## config.mk

```make
export PLATFORM = sky130hd
export DESIGN_NAME = event_delay_chain
export DESIGN_NICKNAME = d
export VERILOG_FILES = /design/src/rtl/event_delay_chain.sv
export SDC_FILE = /design/constraint.sdc
export NUM_CORES = 1
export LEC_CHECK = 0
export ABC_AREA = 1
export CORE_MARGIN = 4
export CORE_UTILIZATION = 59
export CTS_CLUSTER_SIZE = 8
export DETAILED_ROUTE_END_ITERATION = 16
export GPL_TIMING_DRIVEN = 0
export PLACE_DENSITY_LB_ADDON = 0.12
export SYNTH_ARGS = -nofsm -noshare
export SYNTH_HDL_FRONTEND = slang
export SYNTH_SLANG_ARGS = --single-unit
```

## constraint.sdc

```tcl
create_clock -name clk -period 1.8 [get_ports clk]
set_input_delay 0.45 -clock clk [delete_from_list [all_inputs] [get_ports clk]]
set_output_delay 0.45 -clock clk [all_outputs]
set_load 0.05 [all_outputs]
```

## src/rtl/event_delay_chain.sv

```systemverilog
// Cycle-counted producer/consumer event chain: start -> delayed e1_pulse -> latched
// a_level -> delayed e2_pulse with a sticky finished flag. All outputs are registered.
module event_delay_chain #(
    parameter int DELAY1 = 100,
    parameter int DELAY2 = 100,
    parameter int CNT_W  = 16
) (
    input  logic clk,
    input  logic rst_n,
    input  logic start,
    input  logic clear,
    output logic e1_pulse,
    output logic a_level,
    output logic e2_pulse,
    output logic finished,
    output logic busy,
    output logic overrun
);

    localparam logic [2:0] S_IDLE  = 3'd0;
    localparam logic [2:0] S_ARM   = 3'd1;
    localparam logic [2:0] S_WAIT1 = 3'd2;
    localparam logic [2:0] S_LATCH = 3'd3;
    localparam logic [2:0] S_WAIT2 = 3'd4;
    localparam logic [2:0] S_DONE  = 3'd5;

    localparam logic [CNT_W-1:0] LOAD1   = CNT_W'(DELAY1);
    localparam logic [CNT_W-1:0] LOAD2   = CNT_W'(DELAY2 - 1);
    localparam logic [CNT_W-1:0] CNT_ONE = CNT_W'(1);
    localparam longint CNT_MAX = (longint'(1) << CNT_W) - 1;

    if (DELAY1 < 0 || DELAY1 > CNT_MAX) begin : g_bad_delay1
        $error("event_delay_chain: DELAY1=%0d outside 0..%0d", DELAY1, CNT_MAX);
    end
    if (DELAY2 < 1 || DELAY2 > CNT_MAX) begin : g_bad_delay2
        $error("event_delay_chain: DELAY2=%0d outside 1..%0d", DELAY2, CNT_MAX);
    end

    logic [2:0]       state_reg, state_next;
    logic [CNT_W-1:0] counter_reg, counter_next;
    logic             e1_pulse_reg, e1_pulse_next;
    logic             e2_pulse_reg, e2_pulse_next;
    logic             a_level_reg, a_level_next;
    logic             a_prev_reg;
    logic             finished_reg, finished_next;
    logic             busy_reg, busy_next;
    logic             overrun_reg, overrun_next;
    logic             a_rise;
    logic             a_fall;

    assign a_rise = a_level_reg & ~a_prev_reg;
    assign a_fall = ~a_level_reg & a_prev_reg;

    always_comb begin
        state_next    = state_reg;
        counter_next  = counter_reg;
        e1_pulse_next = 1'b0;
        e2_pulse_next = 1'b0;
        a_level_next  = a_level_reg;
        finished_next = finished_reg;
        overrun_next  = overrun_reg | (start & busy_reg);

        if (clear) begin
            state_next    = S_IDLE;
            counter_next  = '0;
            a_level_next  = 1'b0;
            finished_next = 1'b0;
        end else begin
            case (state_reg)
                S_IDLE: begin
                    if (start) begin
                        state_next    = S_ARM;
                        a_level_next  = 1'b0;
                        finished_next = 1'b0;
                    end
                end
                S_ARM: begin
                    counter_next = LOAD1;
                    state_next   = S_WAIT1;
                end
                S_WAIT1: begin
                    if (counter_reg == '0) begin
                        e1_pulse_next = 1'b1;
                        state_next    = S_LATCH;
                    end else begin
                        counter_next = counter_reg - CNT_ONE;
                    end
                end
                S_LATCH: begin
                    a_level_next = 1'b1;
                    counter_next = LOAD2;
                    state_next   = S_WAIT2;
                end
                S_WAIT2: begin
                    // The pulse fires on the edge where the count reaches zero; a
                    // count already at zero (DELAY2=1) fires on the next edge.
                    if (a_fall) begin
                        state_next   = S_IDLE;
                        counter_next = '0;
                    end else if (counter_reg <= CNT_ONE) begin
                        counter_next  = '0;
                        e2_pulse_next = 1'b1;
                        finished_next = 1'b1;
                        state_next    = S_DONE;
                    end else begin
                        counter_next = counter_reg - CNT_ONE;
                    end
                end
                S_DONE: begin
                    if (start) begin
                        state_next    = S_ARM;
                        a_level_next  = 1'b0;
                        finished_next = 1'b0;
                    end
                end
                default: begin
                    state_next   = S_IDLE;
                    counter_next = '0;
                end
            endcase
        end

        busy_next = (state_next != S_IDLE) && (state_next != S_DONE);
    end

    always_ff @(posedge clk or negedge rst_n) begin
        if (!rst_n) begin
            state_reg    <= S_IDLE;
            counter_reg  <= '0;
            e1_pulse_reg <= 1'b0;
            e2_pulse_reg <= 1'b0;
            a_level_reg  <= 1'b0;
            a_prev_reg   <= 1'b0;
            finished_reg <= 1'b0;
            busy_reg     <= 1'b0;
            overrun_reg  <= 1'b0;
        end else begin
            state_reg    <= state_next;
            counter_reg  <= counter_next;
            e1_pulse_reg <= e1_pulse_next;
            e2_pulse_reg <= e2_pulse_next;
            a_level_reg  <= a_level_next;
            a_prev_reg   <= a_level_reg;
            finished_reg <= finished_next;
            busy_reg     <= busy_next;
            overrun_reg  <= overrun_next;
        end
    end

    assign e1_pulse = e1_pulse_reg;
    assign e2_pulse = e2_pulse_reg;
    assign a_level  = a_level_reg;
    assign finished = finished_reg;
    assign busy     = busy_reg;
    assign overrun  = overrun_reg;

    // A rising a_level can only appear on entry to WAIT2; the two pulses never overlap.
    a_no_overlap: assert property (@(posedge clk) disable iff (!rst_n)
        !(e1_pulse_reg && e2_pulse_reg));
    a_rise_in_wait2: assert property (@(posedge clk) disable iff (!rst_n)
        a_rise |-> (state_reg == S_WAIT2));

endmodule
```

==> results.toml <==
[status]
status = "finished, final reports clean"

[critical_path]
critPathMaxFanout = 10
crit_chain = "buf_4, ha_1, inv_1, nand2_1, nand2_1, nor2_2, nand2_2, nand2_2, nand2_4, buf_6, nand3_1, nand2_1, nand2_1, inv_1"
critical_path_class = "reg -> reg"
cp_top_family = "simple AND/OR/NAND/NOR gates"
ff2ff_path_depth = 14
max_stage_delay_ns = 0.42
cp.arrival_ns = 1.96
startpoint_type = "flop"
timing.rr.end = "counter_reg[9]"
crit-reg2reg-launch = "counter_reg[0]"
crit_buf_inv = 4
path_depth = 14
cp_slowest_cell = "dfrtp_1"
path_common_cell = "nand2_1"
critPathCaptureType = "flop"
required_ns = 2.08
rrSetupSlack_ns = 0.11

[logic_synthesis]
synthCells = 248
synth-seq-cells = 26
synthesis.area_mm2 = 0.001712
synth_area_leaders = "dfrtp_1 38%, nand2_1 18%, inv_1 7.7%"
synth_simple_gate_area_share_pct = 41.45
yosysTopAreaCell = "dfrtp_1"
yosys.area_share.xor_xnor_pct = 2.047
ys_warn_count = 0
syn_nets = 254
yosysSeqAreaShare_pct = 38.01
muxShareOfSynthArea_pct = 0
avgSynthCellArea_um2 = 6.902
ys_types = 28
synth_compound_area_share_pct = 4.825
synthAdderAreaFrac_pct = 1.462
synth_top_family_by_area = "simple AND/OR/NAND/NOR gates"
synth_top_area_share_pct = 38.01

[drt]
remaining_drc_errors = 0
vias_per_cell = 5.082
wl_met3_um = 153
highest_layer = "met4"
num_vias = 1494
dr.pass1.iters = 4
wirelength_um = 3453
dr.first_iter.drc_count = 68
met2_length_um = 1570
routedWlPerCell_um = 11.74
wl_met1_um = 1693
ant_nets = 0

[finish]
drive_gt1_share_pct = 14.07
largest_register_ffs = 16
multi_input_area_um2 = 877.1
n_antenna_cell = 0
stdcell_area_mm2 = 0.001909
layout.nets = 270
n_fill_cell = 258
regArea_um2 = 650.6
area_growth_pct = 11.55
fin_cells = 294

[job]
cap_violations = 0

[power]
combPwrFrac_pct = 63.6
switching_share_pct = 51.60
clockPowerShare_pct = 8.9
p_switching_w = 0.001713
p_int_w = 0.001607
powerDensity_mw_per_mm2 = 1739
power.leakage_nw = 1.120
ir_worst_vdd_mv = 1.491
seqPwrFrac_pct = 27.5

[min_path]
min-delay-start = "a_level"
hp-class = "reg -> reg"
worstHoldPathCells = 0
hold_end = "a_prev_reg"

[timing]
setup_viol = 0
drv_slew = 0
layout_setup_ws_ns = 0.1117
final.setup_skew_ns = 0.006439
period_share_pct = 93.79
final.setup.tns_ns = 0
worst_hold_slack_ns = 0.4117
fin_crit_ns = 1.688
hold_viol = 0
slew_headroom_pct = 23.14
tightest_slew_ns = 1.149
fmax_mhz = 592.3

[grt]
grt_antenna_before_repair = 0
grt_pass1_wl_um = 5892
grt_max_degree = 27
grt_util_all_layers_pct = 20.69
grt-ovfl-total = 0
first_global_vias = 1319

[cts]
clock_latency_ns = 0.32
cts_max_level = 1
clk_path_buf_depth = 2
clkTransAtPathRegs_ns = 0.14
numCtsBuffers = 3
cts_hold_buf = 0
tritoncts = "built"
cts_num_sinks = 26
cts-root-buf = "clkbuf_4"

[floorplan]
row_count = 19
die_h_um = 61.86
die_area_mm2 = 0.003827
ios = 10
core-area_mm2 = 0.002758
initial_core_util_pct = 62.07
die_x_um = 61.86

[placed_design]
port_buffers = 9
post-place-ws_ns = -0.2023
gp_congestion = 0.9196
placed_area_mm2 = 0.001841
hpwl_um = 2569
numPlacedInstances = 288
==> through the flow <==
step           power [W]  utilization, %
2_1_floorplan   0.002582               -
3_3_place_gp    0.002937           66.74
3_5_place_dp    0.002971           66.74
4_1_cts         0.003259           67.88
5_1_grt         0.003671           69.24
6_report        0.003320           69.24
==> cell type report <==
class	instances	area share, %
clock buffer	4	1.900
tap	31	2.031
multi-input combinational	171	45.94
buffer	4	1.704
sequential	26	34.08
inverter	47	9.240
timing repair buffer	11	5.111
==> Yosys cell counts <==
library cell	instances
a21o_1	2
a21oi_1	4
and2_1	1
buf_2	2
buf_6	2
clkinv_1	1
dfrtp_1	26
ha_1	2
inv_1	35
inv_2	11
nand2_1	84
nand2_2	4
nand2_4	1
nand3_1	23
nand3b_1	1
nand4_1	8
nand4_4	1
nor2_1	21
nor2_2	1
nor2_4	2
nor2_8	1
nor3_4	1
nor3b_1	1
nor4_1	1
o21ai_1	5
o21bai_1	3
xnor2_1	2
xor2_1	2
==> how the worst max path moves through the flow <==
stage                         startpoint              to  slack (ns)
after global routing      counter_reg[0]  counter_reg[2]       -0.01
after global placement             clear  counter_reg[8]       -0.20
after floorplan           counter_reg[0]  counter_reg[4]        0.25
after detailed placement           clear  counter_reg[9]       -0.20
final                     counter_reg[0]  counter_reg[9]        0.11
after CTS                 counter_reg[1]  counter_reg[9]        0.02
==> repair_timing <==
item                       4_1_cts  5_1_grt
pin swaps                        0        1
resized for setup                7        6
setup endpoints to repair        8       16
setup buffers                    0        2
==> power by group through the flow <==
stage	sequential, W	combinational (W)	clock (W)
final	0.000913	0.00211	0.000296
after global routing	0.000939	0.00240	0.000330
after CTS	0.000908	0.00204	0.000307
after detailed placement	0.000923	0.00205	0
after global placement	0.000919	0.00202	0
after floorplan	0.000948	0.00163	0
==> routing by layer <==
layer,track usage [%],up-vias
li1,-,797
met1,29.92,662
met2,31.99,31
met3,2.479,4
met4,6.970,0
met5,0,-
==> placed cells by master, fill, tap and decap left out, drive strengths merged <==
cell type	instances
nand3	23
nor2	25
ha	2
buf	6
clkbuf	4
a21o	2
nand3b	1
nor3	1
clkdlybuf4s50	3
o21ai	5
xor2	2
o21bai	3
a21oi	4
dlygate4sd2	6
nor4	1
xnor2	2
inv	46
clkinv	1
nor3b	1
nand2	89
nand4	9
dfrtp	26
and2	1
==> kinds of logic after synthesis <==
| kind of cell | after synthesis |
|---|---|
| compound gates | 14 |
| simple gates | 151 |
| xor+xnor | 4 |
| buf+inv | 51 |
| fa+ha+maj | 2 |
| flops | 26 |
Power figures use the tool's default switching activity.
